`src/rtl/execute_unit.sv`:
```
// Execute stage: single-cycle ALU, memory request, compare/branch resolution
// and a fixed-latency multiplier that back-pressures decode through stall.
module execute_unit #(
    parameter int DATA_W     = 32,
    parameter int PC_W       = 32,
    parameter int MUL_CYCLES = 4
) (
    input  logic              clk,
    input  logic              reset,
    input  logic              isadd,
    input  logic              issub,
    input  logic              ismul,
    input  logic              isld,
    input  logic              isst,
    input  logic              iscmp,
    input  logic              ismov,
    input  logic              isor,
    input  logic              isand,
    input  logic              isnot,
    input  logic              islsl,
    input  logic              islsr,
    input  logic              isbeq,
    input  logic              isbgt,
    input  logic              isubranch,
    input  logic              iswb,
    input  logic [DATA_W-1:0] op_a,
    input  logic [DATA_W-1:0] op_b,
    input  logic [DATA_W-1:0] st_data,
    input  logic [3:0]        rd,
    input  logic [PC_W-1:0]   branch_target,
    output logic              stall,
    output logic              is_branch_taken,
    output logic [PC_W-1:0]   branch_pc,
    output logic [DATA_W-1:0] result,
    output logic              wb_en,
    output logic [3:0]        wb_rd,
    output logic [DATA_W-1:0] mem_addr,
    output logic [DATA_W-1:0] mem_wdata,
    output logic              mem_rd_en,
    output logic              mem_wr_en,
    output logic              flag_eq,
    output logic              flag_gt,
    output logic              onehot_err,
    output logic              dbg_state
);
    localparam int SH_W  = $clog2(DATA_W);
    localparam int CNT_W = $clog2(MUL_CYCLES);

    typedef enum logic {IDLE = 1'b0, MUL = 1'b1} state_t;

    state_t             state;
    state_t             state_next;
    logic [CNT_W-1:0]   cnt;
    logic [14:0]        ops;
    logic               sampled;
    logic               valid;
    logic               multi;
    logic               accept_mul;
    logic               mul_done;
    logic               alu_op;
    logic [DATA_W-1:0]  alu_val;
    logic               take_branch;
    logic [DATA_W-1:0]  mul_a;
    logic [DATA_W-1:0]  mul_b;
    logic [DATA_W-1:0]  mul_lo;
    logic               mul_wb;
    logic [3:0]         mul_rd;

    assign ops = {isadd, issub, ismul, isld, isst, iscmp, ismov, isor, isand,
                  isnot, islsl, islsr, isbeq, isbgt, isubranch};

    // Inputs are only looked at in IDLE and never in the squash cycle after a taken branch.
    assign sampled    = (state == IDLE) && !is_branch_taken;
    assign valid      = sampled && $onehot0(ops);
    assign multi      = sampled && !$onehot0(ops);
    assign accept_mul = valid && ismul;
    assign mul_done   = (state == MUL) && (cnt == '0);
    assign mul_lo     = mul_a * mul_b;

    // State register and multiply countdown
    always_ff @(posedge clk) begin
        if (!reset) begin
            state <= IDLE;
            cnt   <= '0;
        end else begin
            state <= state_next;
            if (accept_mul) begin
                cnt <= CNT_W'(MUL_CYCLES - 2);
            end else if ((state == MUL) && (cnt != '0)) begin
                cnt <= cnt - 1'b1;
            end
        end
    end

    always_comb begin
        state_next = state;
        case (state)
            IDLE: if (accept_mul) state_next = MUL;
            MUL:  if (cnt == '0) state_next = IDLE;
            default: state_next = IDLE;
        endcase
    end

    always_comb begin
        stall     = accept_mul || ((state == MUL) && (cnt != '0));
        dbg_state = state;
    end

    always_comb begin
        alu_op  = isadd | issub | ismov | isor | isand | isnot | islsl | islsr;
        alu_val = '0;
        if (isadd) alu_val = op_a + op_b;
        if (issub) alu_val = op_a - op_b;
        if (ismov) alu_val = op_b;
        if (isor)  alu_val = op_a | op_b;
        if (isand) alu_val = op_a & op_b;
        if (isnot) alu_val = ~op_b;
        if (islsl) alu_val = op_a << op_b[SH_W-1:0];
        if (islsr) alu_val = op_a >> op_b[SH_W-1:0];
        take_branch = (isbeq && flag_eq) || (isbgt && flag_gt) || isubranch;
    end

    always_ff @(posedge clk) begin
        if (!reset) begin
            is_branch_taken <= 1'b0;
            branch_pc       <= '0;
            result          <= '0;
            wb_en           <= 1'b0;
            wb_rd           <= '0;
            mem_addr        <= '0;
            mem_wdata       <= '0;
            mem_rd_en       <= 1'b0;
            mem_wr_en       <= 1'b0;
            flag_eq         <= 1'b0;
            flag_gt         <= 1'b0;
            onehot_err      <= 1'b0;
            mul_a           <= '0;
            mul_b           <= '0;
            mul_wb          <= 1'b0;
            mul_rd          <= '0;
        end else begin
            wb_en           <= 1'b0;
            mem_rd_en       <= 1'b0;
            mem_wr_en       <= 1'b0;
            is_branch_taken <= 1'b0;
            if (multi) onehot_err <= 1'b1;
            if (valid) begin
                if (alu_op) begin
                    result <= alu_val;
                    wb_en  <= iswb;
                    wb_rd  <= rd;
                end
                if (isld) begin
                    mem_addr  <= op_a + op_b;
                    mem_rd_en <= 1'b1;
                    wb_rd     <= rd;
                end
                if (isst) begin
                    mem_addr  <= op_a + op_b;
                    mem_wdata <= st_data;
                    mem_wr_en <= 1'b1;
                end
                if (iscmp) begin
                    flag_eq <= (op_a == op_b);
                    flag_gt <= ($signed(op_a) > $signed(op_b));
                end
                if (take_branch) begin
                    is_branch_taken <= 1'b1;
                    branch_pc       <= branch_target;
                end
                if (ismul) begin
                    mul_a  <= op_a;
                    mul_b  <= op_b;
                    mul_wb <= iswb;
                    mul_rd <= rd;
                end
            end
            if (mul_done) begin
                result <= mul_lo;
                wb_en  <= mul_wb;
                wb_rd  <= mul_rd;
            end
        end
    end
endmodule

```
`config.mk`:
```
export PLATFORM = sky130hd
export DESIGN_NAME = execute_unit
export DESIGN_NICKNAME = d
export VERILOG_FILES = /design/src/rtl/execute_unit.sv
export SDC_FILE = /design/constraint.sdc
export NUM_CORES = 2
export LEC_CHECK = 0
export BUFFER_PORTS_ARGS = -buffer_cell sky130_fd_sc_hd__buf_2
export CAP_MARGIN = 20
export CORE_ASPECT_RATIO = 2
export CORE_MARGIN = 10
export CORE_UTILIZATION = 50
export CTS_CLUSTER_DIAMETER = 100
export CTS_CLUSTER_SIZE = 28
export DETAILED_ROUTE_END_ITERATION = 8
export PLACE_DENSITY = 0.71
export SYNTH_ARGS = -nofsm -noshare
export SYNTH_HDL_FRONTEND = slang
export SYNTH_SLANG_ARGS = --single-unit
```
`constraint.sdc`:
```
create_clock -name clk -period 9.82 [get_ports clk]
set_input_delay 0.982 -clock clk [delete_from_list [all_inputs] [get_ports clk]]
set_output_delay 0.982 -clock clk [all_outputs]
set_load 0.03 [all_outputs]
```
; ---- Word level (Yosys, flattened, before mapping)
; Cells that the tools add are included.
[op_classes]
shifts = 2
order_cmp = 2
n_reduce_logical = 29
n_mul = 1
mux = 28
add_sub_neg = 17
eq_ne = 1
bitwise = 12
[ops]
columns = op, count
row1 = $mux 32, 13
row2 = $add 32x32->32, 1
row3 = $and 32x32->32, 1
row4 = $eq 32x32->1, 1
row5 = $gt 32x32->1, 1
row6 = $mul 32x32->32, 1
row7 = $not 32->32, 1
row8 = $or 32x32->32, 1
row9 = $shl 32x5->32, 1
row10 = $shr 32x5->32, 1
row11 = $sub 32x32->32, 1
row12 = $mux 4, 4
row13 = $reduce_and 2->1, 8
row14 = $add 1x1->2, 7
row15 = $reduce_bool 2->1, 5
row16 = $add 2x2->3, 3
row17 = $add 3x3->4, 2
row18 = $logic_and 1x1->1, 8
row19 = $mux 1, 8
row20 = $or 1x1->1, 7
row21 = $add 4x4->4, 1
row22 = $le 4x1->1 const B, 1
row23 = $mux 2, 2
row24 = $add 2x1->3, 1
row25 = 8 further kinds, 12
[totals]
regBits = 211
in_bits = 150

; ---- Depth between registers and ports, before layout
[depth]
word_depth = 12
mapped_depth = 28
ltp_nobuf = 26

; ---- Worst setup path after synthesis
; No wires, ideal clock.
[synth_timing]
path_kind = register -> register
from = reg mul_b[3]
to = reg result[31]
synth_period_minus_slack_ns = 6.821
setup_slack_ns = 2.999
n_path_buf = 2
arrival_time_ns = 6.760
setup_time_ns = 0.060
stages_incl_launch_ff = 24
path_cell_list = dfxtp_1 clkbuf_1 clkbuf_1 and2_1 fa_1 inv_1 fa_1 fa_1 fa_1 inv_1 fa_1 fa_1 fa_1 fa_1 ha_1 and4_1 nor2b_1 o21a_1 a211o_1 o2111ai_1 a31oi_1 xnor2_1 a211oi_1 o41a_1
[synth_via]
elab_chain_cells = 2
[synth_lines]
columns = element, line
row1 = from (decl), 64  ; logic [DATA_W-1:0] mul_b;
row2 = from (signal assigned), 173  ; mul_b <= op_b;
row3 = $mul 32x32->32, 78  ; assign mul_lo = mul_a * mul_b;
row4 = $mux 32, 178  ; if (mul_done) begin
row5 = to (signal assigned), 149  ; result <= alu_val;
row6 = to (signal assigned), 179  ; result <= mul_lo;
row7 = to (decl), 34  ; output logic [DATA_W-1:0] result,
; No other way between the ends.
; A chain may end at the register's enable or synchronous reset.

; ---- Worst setup path in the final report
[layout_timing]
from = reg mul_b[8]
to = reg result[31]
; Same word-level chain as after synthesis.

==> out/results.tsv <==
stage	metric	value	unit
outcome	status	finished, final reports clean	
placement	placed cell area	0.0343	mm^2
setup_path	CP cell instances	nand2_1 -> fa_1 -> fa_1 -> fa_1 -> fa_1 -> fa_1 -> inv_1 -> fa_1 -> fa_1 -> fa_1 -> ha_1 -> a21oi_1 -> o21ai_0 -> o21a_1 -> a211o_1 -> o2111ai_1 -> a31oi_1 -> xnor2_1 -> a211oi_1 -> o41a_1	
layout	fin area	0.0348	mm^2
cts	cts repair resizes	0	
synthesis	Synth top area share	26.0	%
timing	Max-slew headroom	15.3	%
layout	Synth-to-Final Area Change	7.60	%
timing	worst hold slack	0.455	ns
drt	final wirelength	140000	um
synthesis	area share of and/or/nand/nor cells after synthesis	19.3	%
synthesis	Post-Synth XOR/XNOR Area	3.47	%
cts	clock tree buffer depth	3	
synthesis	sequential share of the synthesized area	13.1	%
cts	setup repair bufs after CTS	0	
die	area of the die	0.0758	mm^2
setup_path	critical path launch point type	register	
setup_path	Worst path slowest cell	dfxtp_1	
drt	average wire per standard cell	28.5	um
timing	fin crit share	80.0	%
timing	# setup viols final	0	
grt	first-pass GRT wire length	207000	um
synthesis	largest family of logic cells by synthesized area	adder cells	
synthesis	Synth warnings	0	
cts	insertion delay to the later sink of the worst-skew pair	0.55	ns
cts	clock tree sinks	211	
setup_path	buffers plus inverters on the worst setup path	1	
synthesis	Area contributors post-synth	fa_1 26%, dfxtp_1 13%, ha_1 8.7%	
placement	routability-driven placement congestion ratio	1.09	
synthesis	Avg Cell Area, Syn	8.08	um^2
drt	vias	30600	
cts	root buf cell	clkbuf_16	
layout	NumNets Final	4911	
placement	Setup Slack @ Placement	2.17	ns
timing	fin crit period	7.86	ns
timing	Tightest Pin Transition	1.26	ns
worst_hold_path	HP Class	register to register	
grt	total global-route track usage	37.3	%
synthesis	syn nets	4793	
die	Ports	291	
synthesis	post-synthesis cell type with the largest combined area	fa_1	
synthesis	Synth Instances	3999	
cts	total CTS buffers	12	
drt	ANT nets after route	0	
synthesis	FFs w/ async S/R, synth	0	%
synthesis	EDFF count, synth	0	
layout	Util after Layout	54.4	%
job	max-cap viol count	0	
timing	worst clock skew	0.0555	ns
power	Power Density	134	mW/mm^2
synthesis	register bit count reported by yosys	211	
timing	final-report hold violation count	0	
synthesis	top_reg_cell synth	dfxtp_1	
grt	number of antenna violations at the first check in global routing	6	
setup_path	crit-path max FO	25	
die	die height	379	um
synthesis	complex-gate fraction of the synthesized area	15.7	%
timing	Pins Over Slew Limit	0	
synthesis	Synth Area in Adders	34.7	%
setup_path	Crit path max-delay family	adder cells	
die	chip width	200	um
timing	Fmax	0.127	GHz
grt	largest net degree at the start of global routing	110	
timing	worst setup margin	1.96	ns
setup_path	Worst Path Required	10.29	ns
grt	gr ovfl total	0	
die	row count	131	
placement	port bufs	290	
grt	vias in the first global route	32300	
drt	DRC	0	
drt	DR vias/cell	6.22	
power	Pleak	0.0161	uW
layout	fraction of layout cells with a size suffix above 1	11.4	%
setup_path	critical path capture point type	register	
synthesis	Yosys cell types	85	
setup_path	crit path kind	register to register	
timing	setup TNS	0	ns
cts	CTS tree	built	
die	total core area	0.0639	mm^2
cts	CTS Hold Bufs	0	
drt	Initial DRC Count	2382	
setup_path	CP max stage delay	1.08	ns
setup_path	Worst EP arrival	8.33	ns
setup_path	Crit path top cell by count	fa_1	
synthesis	Post-Syn Area	0.0323	mm^2
cts	Worst-path clk slew	0.13	ns
power	Peak VDD IR	0.187	mV
timing	RSZ-0062 raised after global routing	false	
placement	DP Wirelength	111000	um
drt	DRT Pass-1 Iters	7	
die	starting density of the core	50.5	%
synthesis	mux cell area share after synthesis	4.62	%
cts	H-Tree Depth	1	
[per-stage QoR]
stage / power (uW) / instances
global route: 4920 / 4917
floorplan: 2940 / 3999
global placement: 3970 / 4896
CTS: 4610 / 4912
finish: 4670 / 4925
detailed placement: 4000 / 4896
[worst min-delay path, stage by stage, from the launching register on]
cell	delay [ns]
dfxtp_1	0.32
nand2_1	0.05
a21oi_1	0.05
[path summary, 6_finish.rpt]
| path | startpoint | to | slack (ns) | depth (start not counted) |
|---|---|---|---|---|
| setup reg to reg | mul_b[8] | result[31] | 1.96 | 20 |
| hold reg to reg | mem_wdata[3] | mem_wdata[3] | 0.46 | 2 |
| setup / recovery | mul_b[8] | result[31] | 1.96 | 20 |
| hold / removal | mem_wdata[3] | mem_wdata[3] | 0.46 | 2 |
[synth_stat cells, drive strengths merged, types with 17 or more instances]
master  instances
a211o          17
a211oi         38
a21o           22
a21oi         329
a221oi         29
a31oi          35
and2          322
buf            41
clkbuf        231
dfxtp         211
fa            420
ha            224
inv           493
mux2i          34
mux4           48
nand2         642
nand2b         22
nand3          23
nor2          215
nor3           61
o211ai         24
o21ai         145
o21bai         17
o221ai         28
o31ai          19
xnor2          99
xor2           29
[final cells by class]
type	instances	area [um^2]
fill	6210	29200
multi-input combinational	3018	25100
sequential	211	4220
timing repair buffer	376	2130
inverter	498	1870
tap	798	998
clock buffer	13	325
clock inverter	3	45.0
antenna	8	20.0
[where the power goes]
part	total, uW	switching [uW]	internal [uW]
Combinational	2680	1870	809
Clock	608	357	252
Sequential	1380	314	1070
Total	4670	2540	2130
[layer usage]
metal	global-route usage, %	vias up	wire (um)
li1	-	13300	-
met1	36.4	15100	44700
met2	64.2	1590	68500
met3	8.61	627	10800
met4	34.3	10	16200
met5	0	-	74
[state kept, by name, indices dropped and copies added, names as in the netlist]
name             count
mem_addr            32
mul_b               32
mul_wb               1
mul_a               32
is_branch_taken      1
mem_wdata           32
wb_rd                4
mem_wr_en            1
onehot_err           1
branch_pc           32
dbg_state            1
cnt                  2
mem_rd_en            1
flag_eq              1
result              32
mul_rd               4
flag_gt              1
wb_en                1
[cell families after synthesis]
kind of cell,count (synthesis)
simple gates,1352
compound gates,807
buf+inv,770
fa+ha+maj,644
flops,211
xor+xnor,128
mux,87
[cells in the final DEF, fill, tap and decap left out, drive strengths merged, types with 11 or more instances in the layout]
master | netlist | final
o21a | 12 | 12
nand2 | 642 | 642
o211ai | 24 | 24
a211oi | 38 | 38
nand3 | 23 | 23
a21oi | 329 | 329
nor4 | 11 | 11
a21o | 22 | 22
nand2b | 22 | 22
o221ai | 28 | 28
nor2 | 215 | 215
o31ai | 19 | 19
o22ai | 12 | 12
clkbuf | 231 | 16
a221oi | 29 | 29
xnor2 | 99 | 99
fa | 420 | 420
ha | 224 | 224
mux4 | 48 | 48
inv | 493 | 495
nor3 | 61 | 61
a211o | 17 | 17
o21bai | 17 | 17
a31oi | 35 | 35
o21ai | 145 | 145
xor2 | 29 | 29
and2 | 322 | 322
mux2i | 34 | 34
buf | 41 | 373
nor2b | 12 | 12
dfxtp | 211 | 211
Power figures use the tool's default switching activity.
